<file path="src/rtl/digit_scan_ctrl.sv">
// Multiplexed seven-segment digit-enable scanner with refresh prescaler, blanking
// mask and anti-ghosting blank window. Optional dimming via macro SCAN_DIM_EN.
module digit_scan_ctrl #(
    parameter int NUM_DIGITS   = 8,
    parameter int PRESCALE     = 100000,
    parameter int BLANK_CYCLES = 16,
    parameter int ACTIVE_LOW   = 1,
    localparam int SEL_W = (NUM_DIGITS > 2) ? $clog2(NUM_DIGITS) : 1,
    localparam int CNT_W = (PRESCALE > 2) ? $clog2(PRESCALE) : 1
) (
    input  logic                  clk,
    input  logic                  reset,
    input  logic                  en,
    input  logic [NUM_DIGITS-1:0] digit_mask,
`ifdef SCAN_DIM_EN
    input  logic [3:0]            duty,
`endif
    output logic [NUM_DIGITS-1:0] an,
    output logic [SEL_W-1:0]      digit_sel,
    output logic                  slot_tick,
    output logic                  frame_done
);

    // phase | meaning
    // BLANK | cnt < BLANK_CYCLES: every digit off so the segment bus can settle
    // DRIVE | cnt >= BLANK_CYCLES: digit_sel lit unless masked (or dimmed)
    typedef enum logic {
        BLANK,
        DRIVE
    } phase_t;

    localparam logic [CNT_W-1:0]      CNT_LAST = CNT_W'(PRESCALE - 1);
    localparam logic [SEL_W-1:0]      SEL_LAST = SEL_W'(NUM_DIGITS - 1);
    localparam logic [NUM_DIGITS-1:0] ONE      = NUM_DIGITS'(1);
    localparam logic [NUM_DIGITS-1:0] AN_OFF   = (ACTIVE_LOW != 0) ? {NUM_DIGITS{1'b1}} : '0;

    logic [CNT_W-1:0]      cnt;
    logic [CNT_W-1:0]      cnt_next;
    logic [SEL_W-1:0]      sel_next;
    logic [NUM_DIGITS-1:0] onehot;
    logic [NUM_DIGITS-1:0] an_next;
    logic                  tick_next;
    logic                  frame_next;
    logic                  pwm_ok;
    phase_t                phase_next;

`ifdef SCAN_DIM_EN
    logic [3:0] pwm;
    logic [3:0] pwm_next;

    assign pwm_next = pwm + 4'd1;

    always_ff @(posedge clk) begin
        if (reset) pwm <= 4'd0;
        else       pwm <= pwm_next;
    end

    // pwm_next is compared so the duty gate lines up with the registered an
    assign pwm_ok = (duty == 4'hF) || (pwm_next < duty);
`else
    assign pwm_ok = 1'b1;
`endif

    always_comb begin
        cnt_next   = cnt;
        sel_next   = digit_sel;
        tick_next  = 1'b0;
        frame_next = 1'b0;
        if (en) begin
            if (cnt == CNT_LAST) begin
                cnt_next   = '0;
                sel_next   = (digit_sel == SEL_LAST) ? '0 : digit_sel + 1'b1;
                tick_next  = 1'b1;
                frame_next = (sel_next == '0);
            end else begin
                cnt_next = cnt + 1'b1;
            end
        end else begin
            cnt_next = '0;
        end

        // an is computed from the next count so that it tracks cnt cycle for cycle
        phase_next = (int'(cnt_next) < BLANK_CYCLES) ? BLANK : DRIVE;
        onehot     = '0;
        if (en && phase_next == DRIVE && !digit_mask[sel_next] && pwm_ok)
            onehot = ONE << sel_next;
        an_next = (ACTIVE_LOW != 0) ? ~onehot : onehot;
    end

    always_ff @(posedge clk) begin
        if (reset) begin
            cnt        <= '0;
            digit_sel  <= '0;
            an         <= AN_OFF;
            slot_tick  <= 1'b0;
            frame_done <= 1'b0;
        end else begin
            cnt        <= cnt_next;
            digit_sel  <= sel_next;
            an         <= an_next;
            slot_tick  <= tick_next;
            frame_done <= frame_next;
        end
    end

endmodule

</file>
<file path="config.mk">
export PLATFORM = sky130hd
export DESIGN_NAME = digit_scan_ctrl
export DESIGN_NICKNAME = d
export VERILOG_FILES = /design/src/rtl/digit_scan_ctrl.sv
export SDC_FILE = /design/constraint.sdc
export NUM_CORES = 1
export LEC_CHECK = 0
export ABC_AREA = 1
export CAP_MARGIN = 10
export CORE_UTILIZATION = 55
export DETAILED_ROUTE_END_ITERATION = 6
export GPL_ROUTABILITY_DRIVEN = 0
export GPL_TIMING_DRIVEN = 0
export PLACE_DENSITY_LB_ADDON = 0.08
export SYNTH_ARGS = -nofsm -noshare
export SYNTH_HDL_FRONTEND = slang
export SYNTH_SLANG_ARGS = --single-unit
</file>
<file path="constraint.sdc">
create_clock -name clk -period 3.2 [get_ports clk]
set_clock_uncertainty 0.1 [all_clocks]
set_input_delay 0.32 -clock clk [delete_from_list [all_inputs] [get_ports clk]]
set_output_delay 0.32 -clock clk [all_outputs]
set_load 0.01 [all_outputs]
</file>
# --- Yosys cells after proc, flatten, opt, wreduce, memory -nomap -nowiden ---
# Cells that the tools add are included.
totals:
  inputBits: 11
  regBits: 30
  output_inout_bits: 13
classes:
  bitwise: 3
  muxes: 10
  order_cmp: 2
  addsub: 2
  n_shift: 1
  eq_ne: 2
  reduce_logical: 6
ops:
  columns: ["cell", "n"]
  rows:
  - ["17-bit two-way mux", 2]
  - ["17-bit by 1-bit adder with 17-bit output (second input constant)", 1]
  - ["17-bit equality test (second input constant)", 1]
  - ["17-bit by 5-bit < comparator with 1-bit output (second input constant)", 1]
  - ["3-bit two-way mux", 3]
  - ["8-bit two-way mux", 1]
  - ["8-bit inverter", 1]
  - ["1-bit by 3-bit left shift with 8-bit output (first input constant)", 1]
  - ["3-bit by 4-bit < comparator with 1-bit output (second input constant)", 1]
  - ["3-bit by 1-bit adder with 3-bit output (second input constant)", 1]
  - ["1-bit binary-select mux with 3-bit select", 1]
  - ["3-bit equality test (second input constant)", 1]
  - ["3-bit logical NOT", 1]
  - ["1-bit two-way mux", 3]
  - ["3-bit OR reduction", 1]
  - ["1-bit logical AND", 2]
  - ["1-bit inverter", 2]
  - ["2-bit OR reduction", 1]
  - ["1-bit logical NOT", 1]

# --- Longest topological paths before layout ---
# Gate-level depths: netlist of run 1.
logic_depth:
  ltp_word: 10
  depth_mapped: 14
  mapped_depth_nobuf: 14

# --- Least setup slack after synthesis of run 1 ---
# No wires, ideal clock.
synth_timing:
  kind: "register to register"
  from: "register cnt[0]"
  to: "register an[0]"
  t_arrival_ns: 1.573
  required_time_ns: 2.973
  slack_ns: 1.401
  stages_incl_launch_ff: 11
  setup_time_ns: 0.127
  synth_period_minus_slack_ns: 1.799
  path_cell_list: "dfxtp_1 ha_1 nand3_2 nor3_4 nand3_4 o21ai_4 inv_2 nand2_1 nand2_2 nand2_4 nand4_1"
synth_between:
  elab_chain_len: 9
synth_rtl:
  columns: ["item", "line", "text"]
  rows:
  - ["from (decl)", "37", "logic [CNT_W-1:0] cnt;"]
  - ["from (signal assigned)", "98", "cnt <= cnt_next;"]
  - ["17-bit by 1-bit adder with 17-bit output or 17-bit equality test (tied branches)", "76, 70", null]
  - ["17-bit two-way mux or 3-bit two-way mux (tied branches)", "70", "if (cnt == CNT_LAST) begin"]
  - ["17-bit two-way mux or 3-bit two-way mux (tied branches)", "69", "if (en) begin"]
  - ["17-bit by 5-bit < comparator with 1-bit output or 1-bit binary-select mux with 3-bit select (tied branches)", "83, 85", null]
  - ["1-bit two-way mux (on tied branches)", "83, 85", null]
  - ["1-bit logical AND or 1-bit logical NOT (tied branches)", "85", "if (en && phase_next == DRIVE && !digit_mask[sel_next] && pwm_ok)"]
  - ["1-bit logical AND", "85", null]
  - ["8-bit two-way mux (*)", "85", null]
  - ["8-bit inverter (*)", "87", "an_next = (ACTIVE_LOW != 0) ? ~onehot : onehot;"]
  - ["to (signal assigned)", "100", "an <= an_next;"]
  - ["to (decl)", "18", "output logic [NUM_DIGITS-1:0] an,"]
# Every way passes the cells marked *; elsewhere a longest branch is shown, timed or not. The select of a mux whose other input is x is not followed.
# A chain may end at the register's enable or synchronous reset.

# --- Worst setup path in the final report of run 1 ---
layout_timing:
  from: "register cnt[0]"
  to: "register an[3]"
# The elaborated chain is that of the path after synthesis.

==> results.json, run 1 <==
{
  "outcome": "complete, but fails checks",
  "violations": "design-rule violations",
  "core_region_area_mm2": 0.00281,
  "syn2layout_area_growth_pct": 18.8,
  "synth_compound_area_share_pct": 3.92,
  "drv_slew": 0,
  "fin_crit_sh_pct": 64.7,
  "clock_sinks": 30,
  "slew_headroom_pct": 70.3,
  "power_mw": 0.646,
  "wl_um": 3550,
  "port_buffers": 21,
  "antenna_found_initial": 0,
  "muxShareOfSynthArea_pct": 0,
  "tightest_slew_ns": 0.446,
  "ys_ff_latch": 30,
  "viasPerCell": 5.25,
  "synthXorXnorAreaFrac_pct": 0.528,
  "cts_tree": "built",
  "final_util_pct": 70.3,
  "reg2reg_slack_ns": 1.13,
  "yosysSeqAreaShare_pct": 36.2,
  "met3_usage_pct": 6.80,
  "path_class": "register to register",
  "die_w_um": 56.9,
  "numCtsBuffers": 5,
  "clock.fmax_mhz": 483,
  "worstHoldStart": "en",
  "required_ns": 3.37,
  "grt_max_degree": 11,
  "cp_max_fo": 8,
  "grt_setup_unrepaired": "no",
  "cts_root_buffer": "clkbuf_4",
  "final_cells": 307,
  "postCtsHoldBufs": 0,
  "drt_iter0_markers": 90,
  "grt_usage_pct": 24.5,
  "avgSynthCellArea_um2": 6.72,
  "synthesis.area_mm2": 0.00166,
  "r2r_end": "an[3]",
  "cp.arrival_ns": 2.24,
  "placed_cells": 299,
  "hold_end": "cnt[4]",
  "synth.most_common_cell": "nand2_1",
  "cap_violations": 0,
  "cpMostUsedCell": "nand2_1",
  "cts_setup_buffers": 0,
  "ios": 24,
  "crit_path_end_kind": "register",
  "synth_top_area_share_pct": 36.2,
  "dp_hpwl_um": 2750,
  "grt.met2_usage_pct": 36.3,
  "grt.overflow.total": 0,
  "cp_top_family": "simple AND/OR/NAND/NOR gates",
  "num_rows": 19,
  "peakVddDrop_v": 0.000338,
  "gr-usage-met1_pct": 33.5,
  "r2r_start": "cnt[0]",
  "yosysTopAreaCell": "dfxtp_1",
  "drt_pre_antenna_iters": 6,
  "synth_cell_types": 29,
  "syn_nets": 261,
  "critPathMaxStageDelay_ns": 0.37,
  "clk_pin_slew_ns": 0.10,
  "hp-class": "input pin to register",
  "start_util_pct": 59.2,
  "drc": 4,
  "r2r_cells": 11,
  "setup_tns_ns": 0,
  "min_delay_path_depth": 3,
  "clock_latency_ns": 0.34,
  "setup_viol": 0,
  "ys_warn_count": 0,
  "grt_pass1_wl_um": 6050,
  "synthFlopType": "dfxtp_1",
  "synth-edff-count": 0,
  "avgRoutedWirePerCell_um": 11.6,
  "num_vias": 1612,
  "slowest_stage": "dfxtp_1",
  "grt_pass1_vias": 1408,
  "worstPathCellList": "ha_1, nand3_2, inv_1, nand3_1, nand2_1, nand2_1, nor2_1, nand2_1, nand2_1, nand4_4, nand4_1",
  "p_leak_nw": 0.814,
  "die_height_um": 56.9,
  "synth_top_family_by_area": "simple AND/OR/NAND/NOR gates",
  "report.final.hold_viol_count": 0,
  "synth_adder_area_share_pct": 2.26,
  "cp-start-kind": "register",
  "path_buf_inv": 1,
  "drive_gt1_share_pct": 12.3,
  "powerDensity_mw_per_mm2": 327,
  "synthArstFlopShare_pct": 0,
  "gr-max-usage-layer": "met2",
  "synth_common_cells": "68 x nand2_1, 48 x nor2_1, 30 x dfxtp_1, 25 x inv_1, 20 x nand3_1",
  "synth_area_leaders": "dfxtp_1 36%, nand2_1 15%, nor2_1 11%",
  "synth_simple_gate_area_share_pct": 49.9,
  "dieArea_mm2": 0.00324,
  "layout.nets": 289,
  "synthCells": 247,
  "cts_resized": 0,
  "htreeDepth": 2,
  "diodes": 0,
  "cts.path.max_buffers": 2,
  "drt.antenna.violating_nets": 0,
  "period_needed_ns": 2.07
}
==> sequential cells by signal (all words and copies together), names as in the netlist <==
register and cells:
an 8, cnt 17, digit_sel 3, frame_done 1
slot_tick 1
==> worst max path at each step <==
stage	to	startpoint	slack [ns]	cells after the start
6_report	an[3]	cnt[0]	1.13	11
5_1_grt	an[6]	cnt[0]	0.97	11
4_1_cts	an[4]	cnt[0]	1.12	10
3_5_place_dp	an[3]	cnt[0]	1.17	10
3_3_place_gp	an[0]	cnt[0]	1.20	10
2_1_floorplan	an[0]	cnt[0]	1.40	10
==> logic make-up after synthesis <==
kind of cell	after synthesis
AOI/OAI and AO/OA	9
xor gates and xnor gates	1
adders and majority gates	3
buffers and inverters	31
DFF	30
and+or+nand+nor	173
==> routing by layer <==
metal	wire, µm	part of all wire, %	up-vias
met5	0	0	-
met4	66	1.9	0
met3	234	6.6	6
met2	1540	43	50
met1	1700	48	709
li1	-	-	847
==> layout make-up <==
class,instances,area [µm²]
fill,264,832
clock buffer,6,51.3
multi-input combinational,186,940
clock inverter,2,12.5
sequential,30,601
inverter,28,106
tap,31,38.8
timing repair buffer,21,210
buffer,3,13.8
==> cells in the final DEF (no fill, tap or decap) <==
cell,instances
nor3_2,1
ha_1,3
clkinvlp_4,1
nand3_4,1
inv_1,25
nor2_1,48
nor3_1,3
clkbuf_8,1
buf_1,1
nor2_2,3
buf_2,2
nand4_4,1
nand4_1,14
o211ai_1,1
o21ai_4,1
clkdlybuf4s50_1,21
dfxtp_1,30
xor2_1,1
o21bai_1,1
nand2_4,2
inv_2,2
clkinv_2,2
a21oi_1,2
clkbuf_4,5
nand2_1,68
nor3b_1,1
or2_2,2
o21ai_0,3
nand3_2,1
nor3_4,2
o21ai_2,1
nand3_1,20
nand2_2,6
==> through the flow <==
| stage | worst slack (ns) | instance area, µm² | hold slack (ns) |
|---|---|---|---|
| after detailed placement | 1.17 | 1910 | 0.343 |
| final | 1.13 | 1970 | 0.237 |
| after floorplan | 1.40 | 1660 | 0.318 |
| after CTS | 1.12 | 1970 | 0.232 |
| after global placement | 1.20 | 1910 | 0.331 |
| after global routing | 0.973 | 1970 | 0.265 |
==> tightest hold or removal path, delay by kind of cell <==
kind,cells,cell delay [ns]
compound gates,1,0.11
simple gates,1,0.04
buf+inv,1,0.17
==> power by group <==
group	switching [mW]	internal (mW)
Clock	0.136	0.105
Sequential	0.000811	0.374
Combinational	0.0153	0.0137
No activity file was read; power rests on OpenSTA's default activity.
==> run 2: changes to the inputs <==
--- a/config.mk
+++ b/config.mk
@@ -7,7 +7,7 @@
 export LEC_CHECK = 0
 export ABC_AREA = 1
 export CAP_MARGIN = 10
-export CORE_UTILIZATION = 55
+export CORE_UTILIZATION = 53
 export DETAILED_ROUTE_END_ITERATION = 6
 export GPL_ROUTABILITY_DRIVEN = 0
 export GPL_TIMING_DRIVEN = 0
==> constraint.sdc (replaced) <==
create_clock -name clk -period 2 [get_ports clk]
set_clock_uncertainty 0.1 [all_clocks]
set_input_delay 0.2 -clock clk [delete_from_list [all_inputs] [get_ports clk]]
set_output_delay 0.2 -clock clk [all_outputs]
set_load 0.01 [all_outputs]
==> results.json, run 2 (same netlist as run 1, synthesis figures left out) <==
{
  "regMostFlops": "cnt",
  "cts_tree": "built",
  "drt.antenna.violating_nets": 0,
  "diodes": 0,
  "wl_um": 3710,
  "layout_common_cells": "66 x nand2_1, 46 x nor2_1, 25 x dfxtp_1",
  "final_common_cell": "nand2_1",
  "tightest_slew_ns": 0.450,
  "dieArea_mm2": 0.00336,
  "drive_gt1_share_pct": 17.1,
  "drc": 2,
  "cap_violations": 0,
  "die_height_um": 58.0,
  "drv_slew": 0,
  "powerDensity_mw_per_mm2": 507,
  "report.final.hold_viol_count": 0,
  "multiInputGateArea_um2": 970,
  "viasPerCell": 5.31,
  "slowest_stage": "dfxtp_2",
  "grt_pass1_wl_um": 5990,
  "cp.arrival_ns": 2.03,
  "core_region_area_mm2": 0.00285,
  "period_needed_ns": 1.92,
  "clock_latency_ns": 0.34,
  "num_vias": 1652,
  "cts.path.max_buffers": 2,
  "switching_share_pct": 23.3,
  "grt_usage_pct": 23.6,
  "clk_pin_slew_ns": 0.10,
  "antenna_found_initial": 0,
  "worstPathCellList": "ha_4, nand3_4, nor3_4, nand3_4, o21ai_4, buf_4, nand2_1, nor2_1, nand4_1",
  "design_area_mm2": 0.00204,
  "cp-start-kind": "register",
  "power_switching_mw": 0.241,
  "ios": 24,
  "hp-class": "input pin to register",
  "dpl_cell_area_mm2": 0.00191,
  "violations": "design-rule violations",
  "clockPowerShare_pct": 37.1,
  "outcome": "complete, but fails checks",
  "grt.overflow.total": 0,
  "fill_cells": 252,
  "htreeDepth": 2,
  "drt_pre_antenna_iters": 6,
  "path_buf_inv": 1,
  "reg2reg_slack_ns": 0.08,
  "layout.nets": 293,
  "numCtsBuffers": 5,
  "fin_crit_sh_pct": 96.0,
  "slew_headroom_pct": 70.0,
  "critPathMaxStageDelay_ns": 0.36,
  "reg.largest.list": "cnt: 17 flops, an: 8 flops, digit_sel: 3 flops",
  "clock_sinks": 30,
  "die_w_um": 58.0,
  "cp_top_family": "simple AND/OR/NAND/NOR gates",
  "grt_setup_unrepaired": "yes",
  "largest_register_ffs": 17,
  "drt_iter0_markers": 90,
  "path_class": "register to register",
  "grt_pass1_vias": 1400,
  "cpMostUsedCell": "nand3_4",
  "port_buffers": 21,
  "grt_max_degree": 11,
  "dp_hpwl_um": 2780,
  "seqPwrFrac_pct": 58.2,
  "peakVddDrop_v": 0.000562,
  "clock.fmax_mhz": 521,
  "p_leak_nw": 0.831,
  "p_int_mw": 0.792,
  "required_ns": 2.12,
  "power_frac_comb_pct": 4.7,
  "cp_max_fo": 5,
  "num_rows": 19,
  "postCtsHoldBufs": 0,
  "setup_viol": 0,
  "start_util_pct": 58.2,
  "avgRoutedWirePerCell_um": 11.9,
  "power_mw": 1.03,
  "cts_root_buffer": "clkbuf_4",
  "seqCellArea_um2": 609,
  "syn2layout_area_growth_pct": 22.8,
  "crit_path_end_kind": "register"
}
run 2: cell count changes in the layout (fill, tap and decap cells not counted), moves of 2 or more:
| cell | before | now |
|---|---|---|
| nand2_1 | 68 | 66 |
| nor2_2 | 3 | 5 |
| nor2_1 | 48 | 46 |
| dfxtp_2 | 0 | 4 |
| dfxtp_1 | 30 | 25 |
| nand2_2 | 6 | 8 |
| buf_4 | 0 | 4 |
run 2: what timing repair did:
| action | in CTS | in global routing |
|---|---|---|
| endpoints found under the setup margin | 8 | 15 |
| buffers inserted | 0 | 4 |
| pin swaps | 1 | 11 |
| gates resized for setup | 0 | 14 |
run 2: worst min-delay path: cells and delay by family:
family	cells	cell delay, ns
buf+inv	1	0.17
compound gates	1	0.11
simple gates	1	0.04
run 2: path summary, 6_finish.rpt:
path          start     end  depth (start not counted)
max          cnt[1]   an[3]                          9
min              en  cnt[4]                          3
max reg2reg  cnt[1]   an[3]                          9
min reg2reg  cnt[0]  cnt[0]                          1
run 2: power by group through the flow:
stage               combinational (mW)  sequential, mW  clock, mW
finish                          0.0487           0.600      0.383
global route                    0.0542           0.601      0.419
CTS                             0.0469           0.600      0.396
detailed placement              0.0467           0.614          0
global placement                0.0464           0.614          0
floorplan                       0.0249           0.614          0
run 2: stage by stage:
stage               setup TNS (ns)  util, %  hold WS (ns)  setup slack [ns]  std cells
floorplan                        0        -         0.318             0.201        247
global placement                 0     66.9         0.330           0.00757        299
detailed placement         -0.0370     66.9         0.343           -0.0133        299
CTS                              0     69.0         0.108            0.0215        307
global route                -0.197     71.4         0.122           -0.0354        311
finish                           0     71.4         0.121            0.0806        311
run 2: final cells by class:
class | instances | share of cell area [%]
Buffer | 3 | 0.675
Clock buffer | 7 | 2.70
Clock inverter | 1 | 0.246
Inverter | 28 | 5.22
Multi-Input combinational cell | 186 | 47.6
Sequential cell | 30 | 29.9
Tap cell | 31 | 1.90
Timing Repair Buffer | 25 | 11.8
run 2: layer usage:
metal / part of all wire [%] / GRT usage (%) / routed length, µm / up-vias
li1: - / - / - / 856
met1: 48 / 32.9 / 1770 / 726
met2: 43 / 34.0 / 1600 / 61
met3: 7.1 / 6.70 / 262 / 9
met4: 2.1 / 10.5 / 77 / 0
met5: 0 / 0 / 0 / -
==> run 3: changes to the inputs <==
--- a/config.mk
+++ b/config.mk
@@ -12,6 +12,7 @@
 export GPL_ROUTABILITY_DRIVEN = 0
 export GPL_TIMING_DRIVEN = 0
 export PLACE_DENSITY_LB_ADDON = 0.08
+export REMOVE_ABC_BUFFERS = 1
 export SYNTH_ARGS = -nofsm -noshare
 export SYNTH_HDL_FRONTEND = slang
 export SYNTH_SLANG_ARGS = --single-unit
==> results.json, run 3 (same netlist as run 1, synthesis figures left out) <==
{
  "drt_iter0_markers": 78,
  "avgRoutedWirePerCell_um": 11.9,
  "cts_tree": "built",
  "clk_pin_slew_ns": 0.10,
  "period_needed_ns": 1.95,
  "violations": "design-rule violations",
  "cpMostUsedCell": "nand3_4",
  "grt_max_degree": 13,
  "cts_root_buffer": "clkbuf_4",
  "slew_headroom_pct": 69.9,
  "cp_top_family": "simple AND/OR/NAND/NOR gates",
  "drt.antenna.violating_nets": 0,
  "required_ns": 2.10,
  "hp-class": "register to register",
  "start_util_pct": 58.2,
  "slowest_stage": "dfxtp_2",
  "grt_usage_pct": 24.2,
  "min_delay_path_depth": 1,
  "ios": 24,
  "r2r_cells": 10,
  "power_mw": 1.13,
  "clock_sinks": 30,
  "fin_crit_sh_pct": 97.5,
  "setup_viol": 0,
  "drc": 2,
  "worstPathCellList": "ha_4, nand3_4, nor3_4, nand3_4, o21ai_4, inv_2, nand2_1, nand2_2, nand2_4, nand4_1",
  "viasPerCell": 5.33,
  "drv_slew": 0,
  "htreeDepth": 2,
  "grt_pass1_vias": 1390,
  "wl_um": 3710,
  "cp_max_fo": 8,
  "clock_latency_ns": 0.34,
  "reg.largest.list": "cnt: 17 flops, an: 8 flops, digit_sel: 3 flops",
  "clock.fmax_mhz": 513,
  "numCtsBuffers": 5,
  "num_rows": 19,
  "num_vias": 1664,
  "die_height_um": 58.0,
  "largest_register_ffs": 17,
  "layout_common_cells": "63 x nand2_1, 44 x nor2_1, 25 x dfxtp_1",
  "port_buffers": 23,
  "antenna_found_initial": 0,
  "reg2reg_slack_ns": 0.05,
  "tightest_slew_ns": 0.450,
  "drive_gt1_share_pct": 19.6,
  "p_leak_nw": 0.855,
  "hold_end": "cnt[0]",
  "layout.nets": 294,
  "regMostFlops": "cnt",
  "diodes": 0,
  "cts.path.max_buffers": 2,
  "critPathMaxStageDelay_ns": 0.37,
  "syn2layout_area_growth_pct": 26.1,
  "cp-start-kind": "register",
  "grt_pass1_wl_um": 6030,
  "drt_pre_antenna_iters": 6,
  "dieArea_mm2": 0.00336,
  "fill_cells": 239,
  "r2r_start": "cnt[1]",
  "core_region_area_mm2": 0.00285,
  "path_class": "register to register",
  "outcome": "complete, but fails checks",
  "die_w_um": 58.0,
  "cap_violations": 0,
  "worstHoldStart": "cnt[0]",
  "final_common_cell": "nand2_1",
  "setup_tns_ns": 0,
  "grt.overflow.total": 0,
  "crit_path_end_kind": "register",
  "r2r_end": "an[4]",
  "dp_hpwl_um": 2700,
  "grt_setup_unrepaired": "yes",
  "peakVddDrop_v": 0.000429,
  "path_buf_inv": 1,
  "report.final.hold_viol_count": 0,
  "powerDensity_mw_per_mm2": 539,
  "cp.arrival_ns": 2.05
}
## run 3: cell types whose count changed in the layout (fill, tap and decap cells not counted), moves of 2 or more
cell / delta
nand2_1: -3
buf_4: +2
nor2_1: -2
clkdlybuf4s50_1: +2
buf_2: -2
nand2_2: +3
## run 3: worst max path at each step
stage / from / cells after the start / to / slack (ns)
floorplan: cnt[0] / 10 / an[0] / 0.20
global placement: en / 7 / an[5] / -0.02
detailed placement: en / 7 / an[4] / -0.03
CTS: cnt[0] / 10 / an[4] / 0.03
global route: cnt[1] / 10 / an[4] / -0.04
finish: cnt[1] / 10 / an[4] / 0.05
## run 3: what timing repair did
action | CTS | global route
endpoints found under the setup margin | 8 | 20
buffers inserted | 2 | 4
hold buffers | 0 | 0
cloned | 0 | 0
gates resized for setup | 3 | 18
pin swaps | 4 | 12
## run 3: final cells by class
| class | count | area (µm²) | area share (%) |
|---|---|---|---|
| clock buffer | 5 | 37.5 | 1.79 |
| clock inverter | 3 | 40.0 | 1.91 |
| inverter | 28 | 106 | 5.08 |
| multi-input combinational | 186 | 987 | 47.1 |
| sequential | 30 | 609 | 29.1 |
| tap | 31 | 38.8 | 1.85 |
| timing repair buffer | 29 | 275 | 13.1 |
## run 3: power breakdown
group          internal, mW  total [mW]  switching, mW
Combinational        0.0254      0.0515         0.0261
Clock                 0.259       0.477          0.218
Sequential            0.598       0.601        0.00222
Total                 0.882        1.13          0.246
## run 3: worst reg2reg max path, stage by stage, from the launching register on
cell and delay [ns]:
dfxtp_2 0.37, ha_4 0.15, nand3_4 0.09, nor3_4 0.27, nand3_4 0.15, o21ai_4 0.24, inv_2 0.09, nand2_1 0.09
nand2_2 0.07, nand2_4 0.09, nand4_1 0.10
## run 3: metal layers
| metal | global-route usage [%] | up-vias | share of wire, % |
|---|---|---|---|
| met1 | 33.3 | 734 | 46 |
| met3 | 4.69 | 9 | 7.5 |
| met2 | 35.8 | 63 | 45 |
| li1 | - | 858 | - |
| met5 | 0 | - | 0 |
| met4 | 13.3 | 0 | 2.0 |
## run 3: metrics by stage
step | setup WS [ns] | instances | hold WS (ns) | area, µm² | utilization (%)
2_1_floorplan | 0.201 | 244 | 0.172 | 1650 | -
3_3_place_gp | -0.0166 | 298 | 0.330 | 1920 | 67.1
3_5_place_dp | -0.0283 | 298 | 0.338 | 1920 | 67.1
4_1_cts | 0.0278 | 308 | 0.365 | 2020 | 70.7
5_1_grt | -0.0435 | 312 | 0.359 | 2090 | 73.4
6_report | 0.0507 | 312 | 0.343 | 2090 | 73.4
